===== config.mk =====
export PLATFORM = sky130hd
export DESIGN_NAME = atm_dos_ctrl
export DESIGN_NICKNAME = d
export VERILOG_FILES = /design/src/rtl/atm_dos_ctrl_pkg.sv /design/src/rtl/atm_dos_ctrl.sv
export SDC_FILE = /design/constraint.sdc
export NUM_CORES = 1
export LEC_CHECK = 0
export ABC_AREA = 0
export BUFFER_PORTS_ARGS = -buffer_cell sky130_fd_sc_hd__buf_2
export CAP_MARGIN = 15
export CORE_AREA = 2 2 39 41
export CTS_CLUSTER_SIZE = 25
export DETAILED_ROUTE_END_ITERATION = 12
export DIE_AREA = 0 0 41 43
export PLACE_DENSITY = 0.73
export SLEW_MARGIN = 20
export SYNTH_ARGS = -nofsm -noshare
export SYNTH_HDL_FRONTEND = slang
export SYNTH_SLANG_ARGS = --single-unit

===== constraint.sdc =====
create_clock -name fclk -period 2.12 [get_ports fclk]
set_clock_uncertainty 0.15 [all_clocks]
set_input_delay 0.212 -clock fclk [delete_from_list [all_inputs] [get_ports fclk]]
set_output_delay 0.212 -clock fclk [all_outputs]
set_load 0.005 [all_outputs]

===== src/rtl/atm_dos_ctrl_pkg.sv =====
// Shared types and constants for the global DOS flag controller.
package atm_dos_ctrl_pkg;

  typedef enum logic [1:0] {
    ST_IDLE    = 2'd0,
    ST_STALL   = 2'd1,
    ST_WAITPOS = 2'd2
  } dos_state_e;

  localparam logic [1:0] WIN0 = 2'd0;
  localparam logic [1:0] WIN1 = 2'd1;
  localparam logic [1:0] WIN2 = 2'd2;
  localparam logic [1:0] WIN3 = 2'd3;

  localparam int unsigned STALL_CYC_MIN = 1;
  localparam int unsigned STALL_CYC_MAX = 15;
  localparam int unsigned CNT_W         = 4;

endpackage


===== src/rtl/atm_dos_ctrl.sv =====
// Global DOS flag: one decision per M1 fetch from the addressed window's pager,
// with a Z80 clock stall on DOS entry that releases on a Z80 rising edge.
module atm_dos_ctrl
  import atm_dos_ctrl_pkg::*;
#(
  parameter int unsigned STALL_CYC = 4,
  parameter logic        RST_DOS   = 1'b0
) (
  input  logic       fclk,
  input  logic       arst_n,
  input  logic       zpos,
  input  logic       zneg,
  input  logic [1:0] za,
  input  logic       m1_n,
  input  logic       mreq_n,
  input  logic [3:0] dos_on_req,
  input  logic [3:0] dos_off_req,
  input  logic       dos_force_off,
  output logic       dos,
  output logic       zclk_stall,
  output logic       dos_chg
);

  // Out-of-range lengths are clamped to the legal window.
  localparam int unsigned STALL_CLAMP =
    (STALL_CYC < STALL_CYC_MIN) ? STALL_CYC_MIN :
    (STALL_CYC > STALL_CYC_MAX) ? STALL_CYC_MAX : STALL_CYC;
  localparam logic [CNT_W-1:0] STALL_LOAD = CNT_W'(STALL_CLAMP - 1);

  dos_state_e       state, state_nxt;
  logic [CNT_W-1:0] cnt, cnt_nxt;
  logic             fetch_done, fetch_done_nxt;
  logic             dos_nxt;
  logic             fetch_ev_c;
  logic             on_sel_c, off_sel_c;

  assign fetch_ev_c = zneg && !m1_n && !mreq_n && !fetch_done;
  assign on_sel_c   = dos_on_req[za];
  assign off_sel_c  = dos_off_req[za];

  // State and output registers.
  always_ff @(posedge fclk or negedge arst_n) begin
    if (!arst_n) begin
      state      <= ST_IDLE;
      cnt        <= '0;
      fetch_done <= 1'b0;
      dos        <= RST_DOS;
      dos_chg    <= 1'b0;
      zclk_stall <= 1'b0;
    end else begin
      state      <= state_nxt;
      cnt        <= cnt_nxt;
      fetch_done <= fetch_done_nxt;
      dos        <= dos_nxt;
      dos_chg    <= dos_nxt ^ dos;
      zclk_stall <= (state_nxt != ST_IDLE);
    end
  end

  // Next-state, stall counter and DOS decision.
  always_comb begin
    state_nxt      = state;
    cnt_nxt        = cnt;
    dos_nxt        = dos;
    fetch_done_nxt = fetch_done;

    if (fetch_ev_c)
      fetch_done_nxt = 1'b1;
    else if (m1_n)
      fetch_done_nxt = 1'b0;

    unique case (state)
      ST_IDLE: begin
        if (fetch_ev_c) begin
          if (on_sel_c && !dos) begin
            dos_nxt   = 1'b1;
            cnt_nxt   = STALL_LOAD;
            state_nxt = ST_STALL;
          end else if (off_sel_c && !on_sel_c && dos) begin
            dos_nxt = 1'b0;
          end
        end
      end
      ST_STALL: begin
        if (cnt == '0)
          state_nxt = ST_WAITPOS;
        else
          cnt_nxt = cnt - CNT_W'(1);
      end
      ST_WAITPOS: begin
        if (zpos)
          state_nxt = ST_IDLE;
      end
      default: state_nxt = ST_IDLE;
    endcase

    // Port-side clear overrides any pager decision but leaves a stall running.
    if (dos_force_off)
      dos_nxt = 1'b0;
  end

endmodule


==> flow_summary.toml, run 1 <==
[outcome]
status = "complete, no violations"

[placed_design]
dp_slack_ps = 409.3
post-dp-hpwl_um = 849.3
place_area_um2 = 659.4
routabilityCongestion = 0.7787
port_buffers = 19

[worst_setup_path]
startpoint = "m1_n"
required_ps = 2150
ff2ff_path_depth = 5
path_max_fanout = 6
r2r-start = "cnt[0]"
cp.arrival_ps = 1800
critical_path.endpoint = "cnt[1]"
r2r_setup_slack_ps = 400
r2r-end = "cnt[3]"
critPathLaunchType = "input port"
critPathKind = "in2reg"
worstSetupEndpointType = "flip-flop"

[drt]
drt-total-wl_um = 1064
drcViolationCount = 0
ant_nets = 0
drt-initial-drc-count = 3
num_vias = 492
drtPass1Iterations = 2
vias_per_cell = 5.290
routedWlPerCell_um = 11.44

[timing]
setup_viol = 0
finalHoldViolCount = 0
max_slew_margin_pct = 66.12
rsz0062_at_grt = "no"
drv_slew = 0
worst_slack_ps = 354.1
clock.fmax_mhz = 566.3
finalCriticalPeriod_ps = 1766
tightest_slew_ps = 504.0
setup_tns_ps = 0
fin_crit_sh_pct = 83.30

[layout]
drive_gt1_share_pct = 36.36
fin_area_um2 = 725.7
area_growth_pct = 33.33
final_nets = 96
diodes = 0

[logic_synthesis]
seq_area_frac_synth_pct = 45.98
synth_ff_type = "dfrtp_1"
synth_edf_count = 0
synth_cell_type_count = 26
yosys.area.top_type = "dfrtp_1"
syn-cell-area_um2 = 544.3
syn_avg_cell_area_um2 = 10.67
syn_nets = 69
postSynthCellCount = 51
yosysWarnings = 0
synth.area.top_cells = "dfrtp_1 46%, mux4_2 8.3%, a21oi_1 4.6%, nand4b_1 3.2%, inv_1 2.8%"
synth-async-reset-ratio_pct = 100.0
yosys-top-cells-count = "10 x dfrtp_1, 5 x a21oi_1, 4 x inv_1"
synth_top_area_share_pct = 45.98
ys_ff_latch = 10
synth_most_common_cell = "dfrtp_1"

[power_and_ir_drop]
irDropWorstVdd_v = 0.0004258
powerDensity_nw_per_um2 = 944.8
power_leakage_nw = 0.3497
finalPower_w = 0.0006856

[global_routing]
antenna_found_initial = 0
track_usage_pct = 13.27
grt_pass1_wl_um = 1552
grt_pass1_vias = 411
grt_overflow = 0
grt_start_max_net_pins = 11

[die]
std_cell_rows = 14
core-area_um2 = 1384
die_h_um = 43
fp.dieArea_um2 = 1763
initial_core_util_pct = 39.33
io_pins = 20
die_w_um = 41

[cts]
clk_latency_ps = 260
tritoncts = "done"
htreeDepth = 1
cts_root_buffer = "clkbuf_4"
numCtsBuffers = 3
clockBufferDepth = 2
ctsResizeCount = 0
clkTransAtPathRegs_ps = 70
clock_sinks = 10

[hold_path]
hold_path_class = "in2reg"

[run]
maxCapViolCount = 0
-- power by group --
part	switching, W	internal (W)	total, W
combinational	0.000114	0.000109	0.000223
clock	0.0000652	0.000104	0.000169
sequential	0.0000428	0.000250	0.000293
total	0.000222	0.000463	0.000686
-- cells by family (layout without fill, tap and decap cells) --
group | count (synthesis) | after routing | synth area share [%]
simple gates | 23 | 23 | 28.97
compound gates | 11 | 11 | 11.73
flops | 10 | 10 | 45.98
buf+inv | 4 | 30 | 2.758
mux | 2 | 2 | 8.275
fa+ha+maj | 1 | 1 | 2.298
-- layout make-up --
| cell class | count | area, um^2 |
|---|---|---|
| Fill cell | 122 | 658.1 |
| Tap cell | 16 | 20.02 |
| Sequential cell | 10 | 250.2 |
| Inverter | 4 | 15.01 |
| Timing Repair Buffer | 22 | 125.1 |
| Multi-Input combinational cell | 37 | 279.0 |
| Clock buffer | 4 | 36.28 |
-- cells in the final DEF (no fill, tap or decap), types with 2 or more instances in the layout --
cell,n
a21oi_1,5
buf_2,19
clkbuf_4,3
dfrtp_1,10
dlygate4sd3_1,3
inv_1,4
mux4_2,2
nand2_1,3
nand2b_1,2
nand4_1,2
nand4b_1,2
nor2_1,3
o21ai_0,2
-- worst max-delay path, cell delays in order --
cell and delay (ps):
dlygate4sd3_1 530, buf_2 130, nor4_2 450, nand4_1 260, a31oi_1 230
-- metrics by stage --
step	util, %	std cells	hold WS [ps]
6_report	52.44	93	96.40
3_3_place_gp	47.65	86	-65.94
3_5_place_dp	47.65	86	-65.04
2_1_floorplan	-	51	-233.6
4_1_cts	52.44	93	84.26
5_1_grt	52.44	93	105.4
-- per-layer routing --
layer	track usage (%)	wire length, um	part of all wire [%]
met5	0	0	0
met4	6.000	17	1.6
met3	4.712	59	5.5
met2	20.31	554	52
met1	15.93	433	41
-- how the worst min path moves through the flow --
stage / start / end / slack, ps / cells after the start
2_1_floorplan: arst_n / cnt[0] / -230 / 0
3_3_place_gp: arst_n / state[1] / -70 / 1
3_5_place_dp: arst_n / state[1] / -70 / 1
4_1_cts: zpos / state[1] / 80 / 3
5_1_grt: zpos / state[1] / 110 / 3
6_report: zpos / state[1] / 100 / 3
-- state kept, by name, indices dropped and copies added, names as in the netlist --
signal,cells
cnt,4
dos,1
zclk_stall,1
dos_chg,1
fetch_done,1
state,2
-- repair_timing --
action,CTS,global route
hold endpoints to repair,12,0
buffers inserted,0,0
hold buffers,3,0
Power figures use the tool's default switching activity.
==> run 2, diff against run 1 <==
--- a/config.mk
+++ b/config.mk
@@ -8,11 +8,10 @@
 export ABC_AREA = 0
 export BUFFER_PORTS_ARGS = -buffer_cell sky130_fd_sc_hd__buf_2
 export CAP_MARGIN = 15
-export CORE_AREA = 2 2 39 41
+export CORE_UTILIZATION = 41
 export CTS_CLUSTER_SIZE = 25
 export DETAILED_ROUTE_END_ITERATION = 12
-export DIE_AREA = 0 0 41 43
-export PLACE_DENSITY = 0.73
+export PLACE_DENSITY = 0.76
 export SLEW_MARGIN = 20
 export SYNTH_ARGS = -nofsm -noshare
 export SYNTH_HDL_FRONTEND = slang
==> constraint.sdc (replaced) <==
create_clock -name fclk -period 1.6 [get_ports fclk]
set_clock_uncertainty 0.15 [all_clocks]
set_input_delay 0.16 -clock fclk [delete_from_list [all_inputs] [get_ports fclk]]
set_output_delay 0.16 -clock fclk [all_outputs]
set_load 0.005 [all_outputs]
==> flow_summary.toml, run 2 (same netlist as run 1, synthesis figures left out) <==
[outcome]
status = "finished with violations"
violations = "negative setup slack"

[worst_setup_path]
worstSetupEndpointType = "flip-flop"
slowest_delay_ps = 430
crit_chain = "inv_1 > ha_2 > or3b_4 > or4b_1 > a21oi_1"
critPathKind = "reg2reg"
ff2ff_path_depth = 5
critical_path.endpoint = "cnt[3]"
cp.arrival_ps = 1710
r2r_setup_slack_ps = -60
r2r-end = "cnt[3]"
required_ps = 1650
critical-path-slowest-cell = "or4b_1"
crit_cells = 5
critPathLaunchType = "flip-flop"
path_max_fanout = 5
r2r-start = "cnt[0]"
startpoint = "cnt[0]"
path_buf_inv = 1
cp_top_family = "simple AND/OR/NAND/NOR gates"

[placed_design]
post-dp-hpwl_um = 891
dp_slack_ps = -39.31
routabilityCongestion = 0.7733
port_buffers = 19
place_area_um2 = 679.4

[layout]
diodes = 0
final_nets = 101
fin_util_pct = 67.41
largest-register = "cnt"
fillCellCount = 94
largest_reg_flops = 4
area_growth_pct = 45.06
drive_gt1_share_pct = 46.34
fin_area_um2 = 789.5
final_common_cell = "buf_2"
layout_common_cells = "19 x buf_2, 10 x dfrtp_1, 4 x a21oi_1, 4 x buf_4"
reg_top3 = "cnt x4, state x2"

[global_routing]
track_usage_pct = 20.57
grt_start_max_net_pins = 11
antenna_found_initial = 0
grt_pass1_wl_um = 2001
grt_pass1_vias = 481
grt_overflow = 0

[drt]
drtPass1Iterations = 4
vias_per_cell = 5.271
ant_nets = 0
drt-total-wl_um = 1234
drcViolationCount = 0
num_vias = 506
routedWlPerCell_um = 12.85
drt-initial-drc-count = 11

[power_and_ir_drop]
p_clk_share_pct = 21.7
irDropWorstVdd_v = 0.0009094
comb_power_share_pct = 41.0
power_leakage_nw = 0.3785
switching_share_pct = 33.98
powerDensity_nw_per_um2 = 1347
p_int_w = 0.0007020
finalPower_w = 0.001063
p_switching_w = 0.0003614
pwr-share-seq_pct = 37.3

[timing]
setup_tns_ps = -147.2
setup_viol = 4
clock.fmax_mhz = 601.6
drv_slew = 0
worst_slack_ps = -62.16
tightest_slew_ps = 488.3
fin_crit_sh_pct = 103.9
finalCriticalPeriod_ps = 1662
max_slew_margin_pct = 67.38
finalHoldViolCount = 0
rsz0062_at_grt = "yes"

[run]
maxCapViolCount = 0

[cts]
htreeDepth = 1
clock_sinks = 10
cts_root_buffer = "clkbuf_4"
clockBufferDepth = 2
clkTransAtPathRegs_ps = 70
clk_latency_ps = 270
tritoncts = "done"
numCtsBuffers = 3

[die]
io_pins = 20
initial_core_util_pct = 46.47
die_w_um = 38.44
fp.dieArea_um2 = 1477
std_cell_rows = 12
core-area_um2 = 1171
die_h_um = 38.44

[hold_path]
min_path_cells = 3
hold_path_class = "in2reg"
-- run 2: cell type report --
type,instances,area [um^2],area share [%]
flip-flops and latches,10,250.2,31.70
repair buffers,27,166.4,21.08
multi-input cells,37,304.0,38.51
inverters,4,15.01,1.902
clock buffers,4,36.28,4.596
well taps,14,17.52,2.219
-- run 2: worst min-delay path, stage by stage --
cell and delay, ps:
buf_2 80, nand2b_1 90, o22ai_1 90
-- run 2: worst min path at each step --
stage	end	from	slack, ps
after CTS	state[1]	zpos	20
final	state[1]	zpos	50
after global placement	zclk_stall	arst_n	-110
after detailed placement	dos	arst_n	-120
after global routing	state[1]	zpos	80
after floorplan	cnt[0]	arst_n	-290
-- run 2: power by group through the flow --
stage               sequential (W)  combinational (W)  clock, W
global route              0.000408           0.000486  0.000245
CTS                       0.000391           0.000399  0.000238
detailed placement        0.000391           0.000343         0
floorplan                 0.000380           0.000210         0
global placement          0.000388           0.000330         0
finish                    0.000396           0.000436  0.000231
-- run 2: timing repair --
item	in CTS	in global routing
setup buffers	2	0
hold buffers	3	0
setup endpoints to repair	2	7
resized for setup	5	3
endpoints found under the hold margin	13	0
pin swaps	4	1
-- run 2: metal layers --
metal / GRT usage, % / part of all wire [%] / up-vias
met1: 24.63 / 44 / 230
met3: 5.814 / 5.3 / 2
met5: 0 / 0 / -
li1: - / - / 255
met2: 34.75 / 49 / 19
met4: 7.759 / 1.1 / 0
-- run 2: per-stage QoR --
stage | hold slack [ps] | cells
2_1_floorplan | -285.6 | 51
3_3_place_gp | -112.0 | 87
4_1_cts | 24.42 | 96
5_1_grt | 77.41 | 96
6_report | 46.14 | 96
3_5_place_dp | -117.1 | 87
==> run 3, diff against run 2 <==
--- a/config.mk
+++ b/config.mk
@@ -16,3 +16,4 @@
 export SYNTH_ARGS = -nofsm -noshare
 export SYNTH_HDL_FRONTEND = slang
 export SYNTH_SLANG_ARGS = --single-unit
+export TNS_END_PERCENT = 20
==> flow_summary.toml, run 3 (same netlist as run 1, synthesis figures left out) <==
[worst_setup_path]
path_max_fanout = 5
worstSetupEndpointType = "flip-flop"
r2r_setup_slack_ps = -60
ff2ff_path_depth = 5
r2r-end = "cnt[3]"
cp.arrival_ps = 1710
required_ps = 1650
critPathLaunchType = "flip-flop"
r2r-start = "cnt[0]"
critPathKind = "reg2reg"

[layout]
reg_top3 = "cnt x4, state x2"
final_nets = 101
fin_area_um2 = 789.5
layout_common_cells = "19 x buf_2, 10 x dfrtp_1, 4 x a21oi_1, 4 x buf_4"
largest_reg_flops = 4
fillCellCount = 94
area_growth_pct = 45.06
largest-register = "cnt"
drive_gt1_share_pct = 46.34
diodes = 0
seqCellArea_um2 = 250.2
final_common_cell = "buf_2"
fin_cells = 96
multi_input_area_um2 = 304.0

[die]
fp.dieArea_um2 = 1477
die_w_um = 38.44
die_h_um = 38.44
std_cell_rows = 12
initial_core_util_pct = 46.47
io_pins = 20
core-area_um2 = 1171

[placed_design]
dp_slack_ps = -39.31
dpl.cell_count = 87
routabilityCongestion = 0.7733
post-dp-hpwl_um = 891
port_buffers = 19
place_area_um2 = 679.4

[cts]
tritoncts = "done"
htreeDepth = 1
numCtsBuffers = 3
clock_sinks = 10
clkTransAtPathRegs_ps = 70
clockBufferDepth = 2
clk_latency_ps = 270
cts_root_buffer = "clkbuf_4"

[power_and_ir_drop]
powerDensity_nw_per_um2 = 1347
irDropWorstVdd_v = 0.0009094
power_leakage_nw = 0.3785

[global_routing]
antenna_found_initial = 0
grt_pass1_vias = 481
grt_pass1_wl_um = 2001
grt_start_max_net_pins = 11
grt_overflow = 0
track_usage_pct = 20.57

[timing]
finalCriticalPeriod_ps = 1662
clock.fmax_mhz = 601.6
rsz0062_at_grt = "yes"
drv_slew = 0
fin_crit_sh_pct = 103.9
setup_viol = 4
worst_slack_ps = -62.16
max_slew_margin_pct = 67.38
finalHoldViolCount = 0
tightest_slew_ps = 488.3

[hold_path]
hold_end = "state[1]"
hold_path_class = "in2reg"
min_path_cells = 3
hp-start = "zpos"

[drt]
drtPass1Iterations = 4
vias_per_cell = 5.271
drt-initial-drc-count = 11
num_vias = 506
routedWlPerCell_um = 12.85
drt-total-wl_um = 1234
ant_nets = 0
drcViolationCount = 0

[run]
maxCapViolCount = 0

[outcome]
status = "finished with violations"
violations = "negative setup slack"
==> run 3: area by class of cell <==
cell class | instances | area share, %
Clock buffer | 4 | 4.596
Inverter | 4 | 1.902
Multi-Input combinational cell | 37 | 38.51
Timing Repair Buffer | 27 | 21.08
Tap cell | 14 | 2.219
Sequential cell | 10 | 31.70
==> run 3: worst max path at each step <==
stage | from | cells past startpoint | endpoint | slack [ps]
finish | cnt[0] | 5 | cnt[3] | -60
global route | cnt[0] | 5 | cnt[3] | -120
CTS | cnt[0] | 5 | cnt[3] | -9
detailed placement | cnt[0] | 5 | cnt[3] | -40
global placement | cnt[0] | 5 | cnt[3] | 7
floorplan | cnt[0] | 5 | cnt[3] | 6
==> run 3: power by group <==
part	internal (W)	leakage [nW]	total (W)	switching, W
Sequential	0.000332	0.128	0.000396	0.0000643
Clock	0.000138	0.0210	0.000231	0.0000924
Combinational	0.000232	0.230	0.000436	0.000205
==> run 3: metrics by stage <==
stage | hold slack (ps) | TNS (ps) | util [%] | total power, W
floorplan | -285.6 | 0 | - | 0.0005901
global placement | -112.0 | 0 | 58.01 | 0.0007170
detailed placement | -117.1 | -39.31 | 58.01 | 0.0007341
CTS | 24.42 | -19.73 | 65.92 | 0.001027
global route | 77.41 | -462.1 | 67.41 | 0.001139
finish | 46.14 | -147.2 | 67.41 | 0.001063
==> run 3: per-layer routing <==
layer	part of all wire (%)	global-route usage [%]	vias up
met2	49	34.75	19
met1	44	24.63	230
met4	1.1	7.759	0
li1	-	-	255
met5	0	0	-
met3	5.3	5.814	2
==> run 3: timing repair <==
| item | CTS | global route |
|---|---|---|
| hold buffers | 3 | 0 |
| pin swaps | 4 | 1 |
| buffers inserted | 2 | 0 |
| setup endpoints to repair | 2 | 7 |
| resized for setup | 5 | 3 |
| hold endpoints to repair | 13 | 0 |
==> run 3: worst max-delay path, cell delays in order (launching register included) <==
cell and delay [ps]:
dfrtp_1 370, inv_1 60, ha_2 190, or3b_4 260, or4b_1 430, a21oi_1 140
